**src/rtl/hazard_ctrl_pkg.sv**
```systemverilog
// Shared types for the pipeline hazard controller: per-stage control pair,
// forwarding selector, MULT/DIV sequencer states and the register match helper.
package hazard_ctrl_pkg;

    typedef logic [4:0] creg_addr_t;

    typedef struct packed {
        logic stall;
        logic flush;
    } stage_ctrl_t;

    typedef enum logic [1:0] {
        FWD_RF = 2'b00,
        FWD_M  = 2'b01,
        FWD_W  = 2'b10
    } fwd_sel_t;

    typedef enum logic {
        MD_IDLE = 1'b0,
        MD_BUSY = 1'b1
    } md_state_t;

    localparam int CNT_W = 6;

    // A later-stage writer matches a decode source only if the source is read,
    // the writer really writes, and the register is not $zero.
    function automatic logic reg_match(input creg_addr_t addr, input logic used,
                                       input logic wen, input creg_addr_t dst);
        return used & wen & (dst != 5'd0) & (addr == dst);
    endfunction

endpackage

```
**src/rtl/hazard_ctrl_muldiv_seq.sv**
```systemverilog
// MULT/DIV exec-stage occupancy sequencer: holds the exec stage for the
// configured latency and pulses md_done on the release cycle.
module muldiv_seq
    import hazard_ctrl_pkg::*;
#(
    parameter int MUL_LAT = 3,
    parameter int DIV_LAT = 32
) (
    input  logic clk,
    input  logic reset,
    input  logic mdstart,
    input  logic isdiv,
    input  logic mem_wait,
    input  logic exc,
    output logic md_busy,
    output logic md_done
);

    // A latency of one never needs the BUSY state.
    localparam logic MUL_MULTI = (MUL_LAT > 1);
    localparam logic DIV_MULTI = (DIV_LAT > 1);
    localparam logic [CNT_W-1:0] MUL_LOAD = CNT_W'((MUL_LAT > 1) ? MUL_LAT - 2 : 0);
    localparam logic [CNT_W-1:0] DIV_LOAD = CNT_W'((DIV_LAT > 1) ? DIV_LAT - 2 : 0);

    md_state_t        state, state_n;
    logic [CNT_W-1:0] cnt, cnt_n;
    logic             busy, done;

    // State and counter register.
    always_ff @(posedge clk) begin
        if (reset) begin
            state <= MD_IDLE;
            cnt   <= '0;
        end else begin
            state <= state_n;
            cnt   <= cnt_n;
        end
    end

    // Next state, counter load/decrement and busy/done decode.
    always_comb begin
        state_n = state;
        cnt_n   = cnt;
        busy    = 1'b0;
        done    = 1'b0;
        case (state)
            MD_IDLE: begin
                if (mdstart && (isdiv ? DIV_MULTI : MUL_MULTI) && !exc) begin
                    busy    = 1'b1;
                    state_n = MD_BUSY;
                    cnt_n   = isdiv ? DIV_LOAD : MUL_LOAD;
                end
            end
            MD_BUSY: begin
                if (exc) begin
                    state_n = MD_IDLE;
                    cnt_n   = '0;
                end else if (cnt != '0) begin
                    busy  = 1'b1;
                    cnt_n = cnt - CNT_W'(1);
                end else if (mem_wait) begin
                    busy = 1'b1;
                end else begin
                    done    = 1'b1;
                    state_n = MD_IDLE;
                end
            end
            default: state_n = MD_IDLE;
        endcase
    end

    assign md_busy = busy & ~reset;
    assign md_done = done & ~reset;

endmodule

```
**src/rtl/hazard_ctrl.sv**
```systemverilog
// Central stall/flush scheduler for the 5-stage pipeline.
// Build option: define HAZARD_FORWARD_EN to resolve RAW hazards from the M/W
// stages by forwarding; otherwise every RAW hazard stalls decode.
module hazard_ctrl
    import hazard_ctrl_pkg::*;
#(
    parameter int MUL_LAT = 3,
    parameter int DIV_LAT = 32
) (
    input  logic       clk,
    input  logic       reset,
    input  logic [4:0] ra1D,
    input  logic [4:0] ra2D,
    input  logic       use1D,
    input  logic       use2D,
    input  logic [4:0] dstE,
    input  logic       wenE,
    input  logic       memreadE,
    input  logic [4:0] dstM,
    input  logic       wenM,
    input  logic       memreadM,
    input  logic [4:0] dstW,
    input  logic       wenW,
    input  logic       mdstartE,
    input  logic       isdivE,
    input  logic       i_wait,
    input  logic       d_wait,
    input  logic       excM,
    output logic       stallF,
    output logic       stallD,
    output logic       stallE,
    output logic       stallM,
    output logic       flushD,
    output logic       flushE,
    output logic       flushM,
    output logic       flushW,
    output logic [1:0] fwdA,
    output logic [1:0] fwdB,
    output logic       md_busy,
    output logic       md_done
);

    logic        mem_wait;
    logic        e1, e2, m1, m2, w1, w2;
    logic        raw_stall;
    fwd_sel_t    fwd_a, fwd_b;
    stage_ctrl_t ctl_d, ctl_e, ctl_m;
    logic        stall_f, flush_w;
    logic        unused;

    assign mem_wait = d_wait | i_wait;

    // A load in E is caught by the plain E match; memreadE needs no extra term.
    assign unused = memreadE ^ memreadM;

    muldiv_seq #(
        .MUL_LAT (MUL_LAT),
        .DIV_LAT (DIV_LAT)
    ) u_seq (
        .clk      (clk),
        .reset    (reset),
        .mdstart  (mdstartE),
        .isdiv    (isdivE),
        .mem_wait (mem_wait),
        .exc      (excM),
        .md_busy  (md_busy),
        .md_done  (md_done)
    );

    assign e1 = reg_match(ra1D, use1D, wenE, dstE);
    assign e2 = reg_match(ra2D, use2D, wenE, dstE);
    assign m1 = reg_match(ra1D, use1D, wenM, dstM);
    assign m2 = reg_match(ra2D, use2D, wenM, dstM);
    assign w1 = reg_match(ra1D, use1D, wenW, dstW);
    assign w2 = reg_match(ra2D, use2D, wenW, dstW);

    // RAW hazard detection and decode operand source selection.
    always_comb begin
`ifdef HAZARD_FORWARD_EN
        raw_stall = e1 | e2 | (memreadM & (m1 | m2));
        fwd_a     = m1 ? FWD_M : (w1 ? FWD_W : FWD_RF);
        fwd_b     = m2 ? FWD_M : (w2 ? FWD_W : FWD_RF);
`else
        raw_stall = e1 | e2 | m1 | m2 | w1 | w2;
        fwd_a     = FWD_RF;
        fwd_b     = FWD_RF;
`endif
    end

    // Stall/flush priority: exception, memory wait, MULT/DIV hold, RAW stall.
    always_comb begin
        stall_f = 1'b0;
        ctl_d   = '0;
        ctl_e   = '0;
        ctl_m   = '0;
        flush_w = 1'b0;
        if (reset) begin
            ctl_d.flush = 1'b1;
            ctl_e.flush = 1'b1;
            ctl_m.flush = 1'b1;
            flush_w     = 1'b1;
        end else if (excM) begin
            ctl_d.flush = 1'b1;
            ctl_e.flush = 1'b1;
            ctl_m.flush = 1'b1;
        end else if (mem_wait) begin
            stall_f     = 1'b1;
            ctl_d.stall = 1'b1;
            ctl_e.stall = 1'b1;
            ctl_m.stall = 1'b1;
            flush_w     = 1'b1;
        end else if (md_busy) begin
            stall_f     = 1'b1;
            ctl_d.stall = 1'b1;
            ctl_e.stall = 1'b1;
            ctl_m.flush = 1'b1;
        end else if (raw_stall) begin
            stall_f     = 1'b1;
            ctl_d.stall = 1'b1;
            ctl_e.flush = 1'b1;
        end
    end

    assign stallF = stall_f;
    assign stallD = ctl_d.stall;
    assign stallE = ctl_e.stall;
    assign stallM = ctl_m.stall;
    assign flushD = ctl_d.flush;
    assign flushE = ctl_e.flush;
    assign flushM = ctl_m.flush;
    assign flushW = flush_w;
    assign fwdA   = reset ? 2'b00 : fwd_a;
    assign fwdB   = reset ? 2'b00 : fwd_b;

endmodule
```
**config.mk**
```make
export PLATFORM = sky130hd
export DESIGN_NAME = hazard_ctrl
export DESIGN_NICKNAME = d
export VERILOG_FILES = /design/src/rtl/hazard_ctrl_pkg.sv /design/src/rtl/hazard_ctrl_muldiv_seq.sv /design/src/rtl/hazard_ctrl.sv
export SDC_FILE = /design/constraint.sdc
export NUM_CORES = 1
export LEC_CHECK = 0
export ABC_AREA = 1
export CAP_MARGIN = 10
export CORE_MARGIN = 3
export CORE_UTILIZATION = 42
export DETAILED_ROUTE_END_ITERATION = 16
export GPL_TIMING_DRIVEN = 0
export PLACE_DENSITY = 0.81
export SETUP_SLACK_MARGIN = 0.15
export SYNTH_ARGS = -nofsm -noshare
export SYNTH_HDL_FRONTEND = slang
export SYNTH_SLANG_ARGS = --single-unit
```
**constraint.sdc**
```tcl
create_clock -name clk -period 2 [get_ports clk]
set_input_delay 0.2 -clock clk [delete_from_list [all_inputs] [get_ports clk]]
set_output_delay 0.2 -clock clk [all_outputs]
set_load 0.02 [all_outputs]
```
==> results.sh <==
export IMPL_status="finished, final reports clean"
export IMPL_drtIter0Drc=84
export IMPL_design_area_sq_um=1860
export IMPL_p_leak_nw=1.23
export IMPL_grt_max_degree=9
export IMPL_postRouteAntennaNets=0
export IMPL_ctsLongestPathBuffers=2
export IMPL_viasPerCell=4.81
export IMPL_startpoint_type="flip-flop"
export IMPL_drv_cap=0
export IMPL_critPathCaptureType="output port"
export IMPL_max_freq_ghz=0.510
export IMPL_power_density_nw_per_um2=376
export IMPL_syn_area_sq_um=1150
export IMPL_slew_viol_final=0
export IMPL_grt_ovfl_total=0
export IMPL_yosysSeqAreaShare=0.121
export IMPL_fp_coreArea_sq_um=2540
export IMPL_die_w_microns=58.4
export IMPL_worstPathMaxFanout=3
export IMPL_clk_pin_slew_worst_paths_ns=0.06
export IMPL_rsz0062_at_grt="yes"
export IMPL_min_period_over_period=0.981
export IMPL_io_buffers=45
export IMPL_insertion_delay_ns=0.27
export IMPL_dp_cells=320
export IMPL_multi_input_area_sq_um=878
export IMPL_layout_nets=346
export IMPL_std_cell_rows=18
export IMPL_layout_commonest_cell="nand2_1"
export IMPL_timing_final_hold_violations=0
export IMPL_cts_buffers=3
export IMPL_critPathKind="flip-flop to output port"
export IMPL_placed_area_sq_um=1650
export IMPL_synth_seq_cells=7
export IMPL_hold_class="input pin to flip-flop"
export IMPL_crit_arrival_ns=1.76
export IMPL_final_cell_mix="nand2_1, nor2_1, inv_1"
export IMPL_grt_total_usage=0.232
export IMPL_hold_ws_ns=0.304
export IMPL_diodes=0
export IMPL_register_area_sq_um=143
export IMPL_route_detailed_drc=0
export IMPL_drive_above_1_share=0.201
export IMPL_pin_count=53
export IMPL_routed_wl_microns=3900
export IMPL_final_setup_tns_ns=0
export IMPL_hpwl_microns=2870
export IMPL_dr_pass1_iters=5
export IMPL_cts_sinks=7
export IMPL_cts_root_buf="clkbuf_4"
export IMPL_ys_types=23
export IMPL_cp_required_ns=1.80
export IMPL_clock_skew_ns=0.00711
export IMPL_h_tree_depth=1
export IMPL_gp_routability_congestion=0.884
export IMPL_syn_avg_cell_area_sq_um=4.77
export IMPL_die_y_microns=58.4
export IMPL_cts_hold_buf=0
export IMPL_vdd_drop_max_mv=0.423
export IMPL_stdcell_count=334
export IMPL_total_power_w=0.000699
export IMPL_syn_to_final_growth_pct=61.3
export IMPL_yosysWarnings=0
export IMPL_setup_viol=0
export IMPL_grt_antenna_before_repair=0
export IMPL_post_route_min_period_ns=1.96
export IMPL_syn_inst=242
export IMPL_nFillCells=220
export IMPL_grt_pass1_wl_microns=6180
export IMPL_wl_per_cell_microns=11.7
export IMPL_vias=1608
export IMPL_start_util=0.453
export IMPL_dieArea_sq_um=3410
export IMPL_cts_tree="done"
export IMPL_grt_pass1_vias=1444
Yosys cell counts:
cell      number  share of area
nand2_1       95           0.31
inv_1         34           0.11
nor2_1        31           0.10
nand3_1       14          0.061
inv_2         12          0.039
a21oi_1        7          0.030
dfxtp_1        7           0.12
nor3_1         7          0.030
o21ai_0        7          0.030
o21ai_1        7          0.030
buf_4          5          0.033
nor2_2         3          0.016
ha_1           2          0.022
nand2_2        2          0.011
a211oi_1       1         0.0065
a21oi_2        1         0.0076
a22oi_1        1         0.0065
a31oi_1        1         0.0054
clkbuf_1       1         0.0033
conb_1         1         0.0033
nand2_4        1         0.0098
nand4_1        1         0.0054
xor2_1         1         0.0076
cell families after synthesis:
| logic type | after synthesis | synth area share |
|---|---|---|
| other | 1 | 0.00325 |
| adders and majority gates | 2 | 0.0217 |
| and+or+nand+nor | 154 | 0.543 |
| xor gates and xnor gates | 1 | 0.00759 |
| buffers and inverters | 52 | 0.185 |
| DFF | 7 | 0.121 |
| AOI/OAI and AO/OA | 25 | 0.117 |
metrics by stage:
stage / utilization / worst slack, ns
finish: 0.731 / 0.0376
global route: 0.731 / -0.0462
CTS: 0.685 / 0.0393
detailed placement: 0.649 / -0.514
global placement: 0.649 / -0.520
floorplan: - / 0.210
final cells by class:
class	instances	share of cell area
buffer	6	0.0222
clock buffer	3	0.0121
clock inverter	1	0.00269
inverter	46	0.0928
multi-input combinational	186	0.472
sequential	7	0.0767
tap	30	0.0202
timing repair buffer	55	0.301
worst max-delay path: stages (launching register included):
cell	delay [ns]
dfxtp_2	0.34
inv_2	0.07
ha_4	0.14
nand3_4	0.06
nor2_4	0.10
nand2_2	0.09
a21oi_4	0.18
o21ai_2	0.08
nor2_1	0.11
nor2_1	0.06
buf_4	0.14
buf_6	0.12
flip-flops by register name (all words and copies together), names as in the netlist:
register,count
u_seq.cnt,6
u_seq.state,1
metal layers:
layer	wire length (microns)	up-vias	global-route usage
li1	-	852	-
met1	1750	684	0.293
met2	1770	64	0.392
met3	315	8	0.0592
met4	61	0	0.0530
met5	0	-	0
path summary, 6_finish.rpt:
kind | from | to | slack [ns] | cells past startpoint
max reg2reg | u_seq.cnt[0] | u_seq.cnt[0] | 0.48 | 11
min reg2reg | u_seq.cnt[5] | u_seq.cnt[5] | 0.44 | 1
min | reset | u_seq.state | 0.30 | 2
max | u_seq.cnt[0] | stallF | 0.04 | 11
where the power goes:
group | total (W) | switching [W] | internal (W)
clock network | 0.000144 | 0.0000698 | 0.0000740
logic | 0.000392 | 0.000214 | 0.000179
registers | 0.000163 | 0.0000103 | 0.000153
total | 0.000699 | 0.000294 | 0.000405
timing repair:
action,4_1_cts,5_1_grt
setup endpoints to repair,9,7
hold endpoints to repair,0,0
gates resized for setup,41,39
gates cloned,0,0
pin swaps,6,9
setup buffers,6,4
No activity file was read; power rests on OpenSTA's default activity.
